==> src/rtl/if_stage.sv <==
// Instruction fetch stage: owns the PC register, issues fetch requests to
// instruction memory, and fills the IF/ID pipeline register. Redirects from
// decode (ID_HazardControl) override stalls and discard any returning data.
// A sticky fetch_err flags a memory that stays not-ready for MAX_WAIT
// consecutive request cycles; fetching carries on regardless.
//
// Handshake: a fetch is accepted on a rising edge where imem_req=1 and
// imem_ready=1 and no redirect is present; imem_ready is ignored whenever
// imem_req=0, and imem_req depends only on state and stall (never on ready).
module if_stage #(
  parameter logic [15:0] RESET_PC = 16'h0000,
  parameter int          MAX_WAIT = 8
) (
  input  logic        clk,
  input  logic        rst_n,
  input  logic [15:0] newPC,
  input  logic        ID_HazardControl,
  input  logic        stall,
  input  logic        imem_ready,
  input  logic [15:0] imem_data,
  output logic [15:0] currentPC,
  output logic [15:0] imem_addr,
  output logic        imem_req,
  output logic [15:0] IF_PC,
  output logic [15:0] IF_instr,
  output logic        IF_valid,
  output logic        fetch_err,
  output logic [1:0]  dbg_state
);

  localparam int WW = $clog2(MAX_WAIT + 1);

  typedef enum logic [1:0] {
    S_BOOT  = 2'd0,
    S_FETCH = 2'd1,
    S_STALL = 2'd2
  } state_t;

  state_t        state;
  state_t        state_next;
  logic [15:0]   pc;
  logic [WW-1:0] wait_cnt;
  logic          redirect;
  logic          accept;
  logic          waiting;

  assign imem_req  = (state == S_FETCH) && !stall;
  assign imem_addr = pc;
  assign currentPC = pc + 16'd1;
  assign dbg_state = state;

  // A redirect is honoured in every state except the single boot cycle.
  assign redirect = ID_HazardControl && (state != S_BOOT);
  assign accept   = imem_req && imem_ready && !ID_HazardControl;
  assign waiting  = imem_req && !imem_ready && !ID_HazardControl;

  // State register.
  always_ff @(posedge clk) begin
    if (!rst_n) state <= S_BOOT;
    else        state <= state_next;
  end

  // Next-state logic: state tracks stall only; redirects never change state.
  always_comb begin
    state_next = state;
    case (state)
      S_BOOT:  state_next = S_FETCH;
      S_FETCH: if (stall)  state_next = S_STALL;
      S_STALL: if (!stall) state_next = S_FETCH;
      default: state_next = S_BOOT;
    endcase
  end

  // PC and IF/ID register: redirect beats accept beats bubble; stall holds.
  always_ff @(posedge clk) begin
    if (!rst_n) begin
      pc       <= RESET_PC;
      IF_PC    <= 16'h0000;
      IF_instr <= 16'h0000;
      IF_valid <= 1'b0;
    end else if (redirect) begin
      pc       <= newPC;
      IF_valid <= 1'b0;
    end else if (accept) begin
      pc       <= newPC;
      IF_PC    <= pc;
      IF_instr <= imem_data;
      IF_valid <= 1'b1;
    end else if (imem_req) begin
      IF_valid <= 1'b0;
    end
  end

  // Consecutive not-ready request cycles; anything else restarts the count.
  always_ff @(posedge clk) begin
    if (!rst_n) begin
      wait_cnt <= '0;
    end else if (waiting) begin
      if (wait_cnt != WW'(MAX_WAIT)) wait_cnt <= wait_cnt + 1'b1;
    end else begin
      wait_cnt <= '0;
    end
  end

  // Sticky timeout flag, set on the edge that completes the MAX_WAIT-th wait.
  always_ff @(posedge clk) begin
    if (!rst_n)                                     fetch_err <= 1'b0;
    else if (waiting && wait_cnt == WW'(MAX_WAIT - 1)) fetch_err <= 1'b1;
  end

endmodule

==> config.mk <==
export PLATFORM = sky130hd
export DESIGN_NAME = if_stage
export DESIGN_NICKNAME = d
export VERILOG_FILES = /design/src/rtl/if_stage.sv
export SDC_FILE = /design/constraint.sdc
export NUM_CORES = 1
export LEC_CHECK = 0
export CELL_PAD_IN_SITES_DETAIL_PLACEMENT = 0
export CELL_PAD_IN_SITES_GLOBAL_PLACEMENT = 2
export CORE_ASPECT_RATIO = 0.9
export CORE_UTILIZATION = 22
export DETAILED_ROUTE_END_ITERATION = 8
export PLACE_DENSITY = 0.81
export REMOVE_ABC_BUFFERS = 1
export SLEW_MARGIN = 20
export SYNTH_ARGS = -nofsm -noshare
export SYNTH_HDL_FRONTEND = slang
export SYNTH_SLANG_ARGS = --single-unit
==> constraint.sdc <==
create_clock -name clk -period 1.4 [get_ports clk]
set_input_delay 0.35 -clock clk [delete_from_list [all_inputs] [get_ports clk]]
set_output_delay 0.35 -clock clk [all_outputs]
set_load 0.01 [all_outputs]
Word level (Yosys, flattened, before mapping)
Cells that the tools add are included.
W data, S select, Z words.

storage, ports and cells
  bits in registers = 56
  logic and storage cells = 42
  input port bits = 37

cells by class
  reductions and logical operators = 18
  mux-type cells = 7
  bitwise gates (word level) = 2
  equality and inequality tests = 6
  add/subtract/negate cells = 2

operators by type and width
  cell                     number
  $mux W16                 2
  $add A16 B1 Y16 const B  1
  $logic_and A1 B1 Y1      7
  $pmux W2 S3              1
  $reduce_and A2 Y1        3
  $reduce_bool A2 Y1       3
  $add A4 B1 Y4 const B    1
  $eq A4 B3 Y1 const B     1
  $mux W2                  2
  $ne A2 B2 Y1 const B     2
  $ne A4 B4 Y1 const B     1
  $logic_not A1 Y1         3
  $eq A2 B1 Y1 const B     1
  $eq A2 B2 Y1 const B     1
  $logic_not A2 Y1         1
  $mux W1                  2
  $not A1 Y1               2
  $reduce_or A2 Y1         1

Depth between registers and ports, before layout
  depth after elaboration = 6
  depth in mapped cells = 6
  gate-level depth less buffers = 5

Worst setup path after synthesis
Ideal clock, no wire load.

  path kind = register -> output
  from = reg pc[0] (netlist: imem_addr[0])
  to = out currentPC[14]
  arrival time = 1,355 ps
  cell stages (with the launch flop) = 5
  slack = -305 ps
  data required time = 1,050 ps
  cells stage by stage = dfxtp_1 ha_1 inv_1 nor4_1 xor2_1

between the ends
  word-level cells in the longest chain between the ends = 1

RTL lines
  what                    RTL line  text
  from (decl)             41        logic [15:0] pc;
  from (signal assigned)  82        pc <= newPC;
  from (signal assigned)  85        pc <= newPC;
  $add A16 B1 Y16         49        assign currentPC = pc + 16'd1;
  to (decl)               21        output logic [15:0] currentPC,

Every way passes these cells.

Final worst setup path
  from = reg pc[6] (netlist: imem_addr[6])
  to = out currentPC[15]

The elaborated chain is that of the path after synthesis.

==> impl_results.md <==
* Max Clock Freq at 536.1 MHz
* CP Data Arrival Time at between 1500 and 2000 ps
* Buffers added on ports at between 100 and 150
* Seq pwr share at a little over two fifths
* Global Route Usage Sum at about an eighth
* Seq/Total Area, Yosys at between 40 and 50%
* Cell Area, Placed at 3943 um^2
* R2r endpoint: IF_PC[0]
* Syn Std Cell Area at between 2000 and 3000 um^2
* Power Total at roughly 4 mW
* Initial Utilization at 22.91%
* M2 GR Usage at a little over a fifth
* Cells after Synth at about 270
* WL per Instance at 14.03 um
* Synth area leaders: dfxtp_1, mux2i_1, nand2_1, xnor2_1, xor2_1
* Htree depth at 2
* RD Place Congestion at around 0.7
* Max-slew headroom at 81.38%
* First-pass GRT wire length at approximately 12 mm
* Layout cells sized above 1 at a little under a third
* Status: complete, but fails checks
* Synth cell types at 29
* Worst Hold End: fetch_err
* Vias in the first global route at between 2000 and 2500
* Met3 global-route usage at 4.312%
* Io pins at ~110
* Grt peak-use layer: met2
* Setup crit end kind: output port
* Drt drc at 0
* Layout net count at between 400 and 500
* Leak at between 2 and 2.5 nW
* Max-Cap Viols at 0
* Std-Cell Core Area at around 11000 um^2
* Register bit total from synthesis at 56
* Worst R2R Path Depth at 5
* Max VDD drop at between 0.0004 and 0.0005 V
* Sw Pwr at 0.9540 mW
* Drt first pass iters at 4
* Hold depth at 2
* Die Area at approximately 12000 um^2
* # setup viols final at 23
* Hold violation count in the final report at 0
* Clock buffer depth at 2
* Clk_skew at roughly 3.4 ps
* Clock share of power at between 30% and 40%
* Clk Latency, worst-skew pair at 290 ps
* Comb pwr share at 19.3%
* Via count at 2399
* Hold_buf cts at 0
* Syn. warnings at 0
* Num rows at 36
* Root Buffer: clkbuf_16
* DR iter-0 viols at 82
* Largest net degree at the start of global routing at a little over 50
* Failing checks: negative setup slack
* Startpoint types: register
* DP Cell Count at ~550
* Hold path startpoint: fetch_err
* CTS tree: built
* Non-filler instance count after layout at between 500 and 600
* Critical Path RT at 1050 ps
* Top cell type's share of synthesized area at around 45%
* Global route total overflow at 0
* Final ANT Viol Nets at 0
* Final setup margin at -465.5 ps
* Initial antenna violation count at 0
* RSZ-0062 raised after global routing: yes
* Die Width at roughly 110 um
* Area growth, synth to finish at 80.09%
* Worst hold path class: register to register
* Kind of critical path: register to output port
* Vias per cell at approximately 4.2
* Met1 usage at between 10% and 20%
* Synth area leader: dfxtp_1
* Final min period at 1865 ps
* Die Ht at slightly above 100 um
* Critical Path Fanout Max at 4
* Post-DP HPWL at 5.115 mm
* Switching power share of the total at approximately a quarter
* Critical R2R Launch: dbg_state[0]
* Tcrit/Tclk final at 133.2%
* Total CTS buffers at 5
* Worst-margin pin slew at about 280 ps
* Antenna diode count at 0
* Reg clk slew, reported paths at roughly 70 ps
* Syn_area_per_cell at approximately 9.2 um^2
* Internal Power at approximately 3.0 mW
* FF-to-FF setup slack at -10 ps
* Pwr/cell area at 880.5 nW/um^2
* Final Max Tran Viols at 0
* # fillers at between 1000 and 1500
* Post-Route WL at around 8 mm
* Clock sinks at 56
* Design area at around 4500 um^2
## repair_timing
action | 4_1_cts | 5_1_grt
gates cloned | 1 | 4
resized for setup | 202 | 38
setup buffers | 6 | 9
pin swaps | 26 | 19
setup endpoints to repair | 118 | 68
## synthesized netlist by cell type
master	count
nand2b_1	2
o21ai_0	2
buf_2	1
xor2_1	8
o22a_1	1
nand2_1	87
nor4_1	4
and3_1	1
clkbuf_1	8
inv_1	4
dfxtp_1	56
buf_1	1
xnor2_1	9
o21a_1	1
nor2_1	4
buf_6	4
nor4b_4	1
nand4_1	6
nor3_1	1
mux2i_1	49
buf_4	1
and2_1	1
and4_1	2
nor3b_1	2
nand2_2	1
nand3_1	7
ha_1	3
a21oi_1	3
nand3b_1	4
## sequential cells by signal, indices dropped and copies added (netlist names)
name,flops
wait_cnt,4
imem_addr,16
dbg_state,2
IF_PC,16
IF_instr,16
fetch_err,1
IF_valid,1
## worst max-delay path, cell delays in order, from the launching register on
cell and delay [ps]:
dfxtp_2 340, nand4_1 110, buf_6 160, nor4_4 270
xor2_1 190, buf_2 150
## metal layers
metal  share of wire (%)  vias up
met5                   0        -
met4                0.92        0
met3                 6.9        8
met2                  47       69
met1                  45     1099
li1                    -     1223
## stage by stage
step	hold slack, ps	worst slack (ps)	setup TNS (ps)	util, %
after floorplan	462.7	-305.3	-10140	-
after global placement	443.4	-623.8	-29100	36.02
after detailed placement	455.8	-664.0	-29080	36.02
after CTS	462.3	-476.1	-5046	38.73
after global routing	478.5	-543.2	-8515	41.26
final	448.8	-465.5	-5123	41.26
## placed cells by master, fill, tap and decap left out, types with 6 or more instances in the layout
cell and count:
xor2_1 8, nand2_1 84, dlygate4sd2_1 36, buf_4 25, dfxtp_2 13, clkdlybuf4s50_1 32
dfxtp_1 41, xnor2_1 6, clkdlybuf4s15_1 8, mux2i_1 48, nand4_1 6, buf_2 19
buf_6 22, clkbuf_16 8
## power groups by stage
stage / Combinational [mW] / Clock (mW) / Sequential [mW]
global placement: 0.710 / 0 / 1.71
CTS: 0.702 / 1.59 / 1.68
global route: 0.827 / 1.64 / 1.69
detailed placement: 0.712 / 0 / 1.71
floorplan: 0.183 / 0 / 1.77
finish: 0.766 / 1.52 / 1.69
## kinds of logic after synthesis
group                      count (synthesis)  share of synthesized area, %
xor gates and xnor gates                  17                         5.938
buffers and inverters                     19                         4.241
adders and majority gates                  3                         1.497
muxes                                     49                         19.56
DFF                                       56                         44.71
AOI/OAI and AO/OA                          7                         1.647
and+or+nand+nor                          123                         22.40
## cell type report
cell class | count | area (um^2) | area share (%)
Inverter | 4 | 17.52 | 0.3879
Tap cell | 152 | 190.2 | 4.212
Clock buffer | 7 | 152.6 | 3.380
Sequential cell | 56 | 1145 | 25.35
Clock inverter | 1 | 30.03 | 0.6650
Multi-Input combinational cell | 199 | 1478 | 32.72
Timing Repair Buffer | 157 | 1503 | 33.28
## worst max-delay path by stage
stage	startpoint	to	cells past startpoint
after floorplan	imem_addr[0]	currentPC[14]	4
after global placement	imem_addr[3]	currentPC[15]	4
after detailed placement	imem_addr[3]	currentPC[15]	4
after CTS	imem_addr[6]	currentPC[15]	5
after global routing	imem_addr[12]	currentPC[15]	5
final	imem_addr[6]	currentPC[15]	5
Power figures use the tool's default switching activity.
==> RTL edit (config.mk and constraints unchanged) <==
The parameter `MAX_WAIT` goes from 8 to 16.
--- a/src/rtl/if_stage.sv
+++ b/src/rtl/if_stage.sv
@@ -9,7 +9,7 @@
 // imem_req=0, and imem_req depends only on state and stall (never on ready).
 module if_stage #(
   parameter logic [15:0] RESET_PC = 16'h0000,
-  parameter int          MAX_WAIT = 8
+  parameter int          MAX_WAIT = 16
 ) (
   input  logic        clk,
   input  logic        rst_n,
Function: changed (a bounded check fails within 10 cycles, from zero or initial values and one cycle with rst_n low).
==> RTL edit against the unedited design <==
- final area grew 2.9%
- maximum frequency shrank 2.9%
- register-to-register slack gained 0.02 ns
- sequential cell count grew 1
- the run still ends with setup timing left
- largest power group is now clock
- synthesized area grew 1.7%
- global-route usage grew 1.4 points
- power grew 18%
- routed wire length grew 1.6%
- worst setup slack lost 0.056 ns
==> RTL edit: results (changes against the unedited design) <==
Run status: finished with violations (unchanged). Failing checks: setup timing (unchanged). The post-synthesis instance total came out at 278 (was 274). The cell count after placement is 556 (was 548). The total track usage is 0.143 (was 0.129). The number of global-route vias before repair came out at 2594 (was 2281). The count of distinct cell types in the synthesized netlist is 30 (was 29). The sum of met3 wire segment lengths after detailed routing is 637 microns (was 557 microns).

The critical path data arrival time came out at 1.57 ns (was 1.52 ns). The worst slew slack as a fraction of its limit came out at 0.830 (was 0.814). The endpoint of the worst-slack reg-to-reg timing path is IF_PC[5] (was IF_PC[0]). The detailed router's first-iteration violation count came out at 88 (was 82). The worst reg2reg path startpoint is dbg_state[1] (was dbg_state[0]).

The detailed-route wire length per cell came out at 13.9 microns (was 14.0 microns). The global-route wire length before repair came out at 13.3 mm (was 11.7 mm). The worst reg2reg path depth came out at 6 (was 5).

The arithmetic-cell share of the synthesized area counting full adders, half adders and majority gates is 0.0196 (was 0.0150). The cell-internal power is 3.58 mW (was 3.02 mW). The aggregate routed wire length came out at 8.21 mm (was 8.08 mm). The setup-violating endpoint count in the final report is 15 (was 23).

The total length of routed met2 wires came out at 3.74 mm (was 3.78 mm). The largest net degree at the start of global routing is 31 (was 51). The synthesized-area fraction occupied by ao, oa, aoi and oai cells is 0.0162 (was 0.0165). The slack of the worst reg-to-reg path came out at 0.01 ns (was -0.01 ns). The final weighted congestion in routability-driven placement is 0.763 (was 0.698). The largest fanout on the critical path was 5 (was 4). The share of cell area taken by muxes after synthesis came out at 0.192 (was 0.196). The insertion delay to the later sink of the worst-skew pair came out at 0.32 ns (was 0.29 ns). The worst min-delay path class is reg2reg (unchanged). Cell types with the highest counts after synthesis: sky130_fd_sc_hd__nand2_1, sky130_fd_sc_hd__dfxtp_1, sky130_fd_sc_hd__mux2i_1 (unchanged). The worst clock skew came out at 0.00742 ns (was 0.00342 ns).

The proportion of layout cells with a drive suffix above 1 came out at 0.332 (was 0.304). The XOR/XNOR share of the synthesized area came out at 0.0618 (was 0.0594). The fill cell instance count of the final layout is 1112 (was 1100). The number of H-tree branching levels is 3 (was 2).

The smallest setup slack after layout came to -0.522 ns (was -0.465 ns). The final core utilization came to 0.421 (was 0.413). The instance area at placement came out at 4020 sq um (was 3940 sq um). The static leakage power came out at 2.35 nW (was 2.31 nW). The worst ir drop on vdd is 0.636 mV (was 0.440 mV). Synth area leaders: sky130_fd_sc_hd__dfxtp_1, sky130_fd_sc_hd__mux2i_1, sky130_fd_sc_hd__nand2_1 (unchanged). The half-perimeter wire length after placement is 5.60 mm (was 5.12 mm).
==> RTL edit: cell types whose count changed in the layout (fill, tap and decap cells not counted), moves of 2 or more <==
cell	unedited run	this run
sky130_fd_sc_hd__buf_6	22	34
sky130_fd_sc_hd__clkdlybuf4s15_1	8	3
sky130_fd_sc_hd__inv_1	2	6
sky130_fd_sc_hd__nand3b_1	4	1
sky130_fd_sc_hd__clkdlybuf4s15_2	1	3
sky130_fd_sc_hd__clkinv_2	0	2
sky130_fd_sc_hd__nand2_4	3	1
==> RTL edit: power groups by stage <==
stage / clock network (mW) / logic (mW) / registers [mW]
2_1_floorplan: 0 / 0.183 / 1.79
3_5_place_dp: 0 / 0.724 / 1.74
4_1_cts: 2.26 / 0.744 / 1.72
3_3_place_gp: 0 / 0.720 / 1.74
5_1_grt: 2.32 / 0.834 / 1.73
6_report: 2.19 / 0.777 / 1.72
==> RTL edit: worst max path at each step <==
| stage | from | endpoint | slack (ns) |
|---|---|---|---|
| floorplan | imem_addr[0] | currentPC[12] | -0.31 |
| global placement | imem_addr[3] | currentPC[15] | -0.65 |
| finish | imem_addr[3] | currentPC[13] | -0.52 |
| CTS | imem_addr[5] | currentPC[13] | -0.52 |
| detailed placement | imem_addr[3] | currentPC[13] | -0.73 |
| global route | imem_addr[4] | currentPC[13] | -0.57 |
==> RTL edit: logic make-up (layout without fill, tap and decap cells) <==
family          Yosys count  in the layout
compound gates            7              7
xor+xnor                 18             18
fa+ha+maj                 4              4
buf+inv                  22            184
flops                    57             57
mux                      49             49
simple gates            121            121
==> RTL edit: cell type report <==
| type | instances | share of cell area |
|---|---|---|
| clock buffers | 12 | 0.0552 |
| clock inverters | 3 | 0.00861 |
| inverters | 7 | 0.00565 |
| multi-input cells | 199 | 0.316 |
| flip-flops and latches | 57 | 0.251 |
| well taps | 152 | 0.0409 |
| repair buffers | 162 | 0.322 |
==> RTL edit: repair_timing <==
item | CTS | global route
resized for setup | 223 | 34
gates cloned | 3 | 0
hold buffers | 0 | 0
setup buffers | 13 | 8
endpoints found under the setup margin | 121 | 71
pin swaps | 28 | 20
==> RTL edit: stage by stage <==
| stage | TNS, ns | worst slack [ns] |
|---|---|---|
| floorplan | -10.19 | -0.305 |
| global placement | -30.28 | -0.655 |
| detailed placement | -31.18 | -0.725 |
| CTS | -6.24 | -0.520 |
| global route | -6.62 | -0.570 |
| finish | -5.28 | -0.522 |
==> RTL edit: layer usage <==
metal	vias to the layer above	global-route usage
met1	1143	0.175
met5	-	0
met4	0	0.0519
li1	1246	-
met3	14	0.0524
met2	85	0.228
==> RTL edit: worst register-to-register path: cells and delay by family (launching register included) <==
family                 cells  cell delay [ns]
multiplexers               1             0.14
AND/OR/NAND/NOR            2             0.39
flip-flops                 1             0.33
buffers and inverters      3             0.42
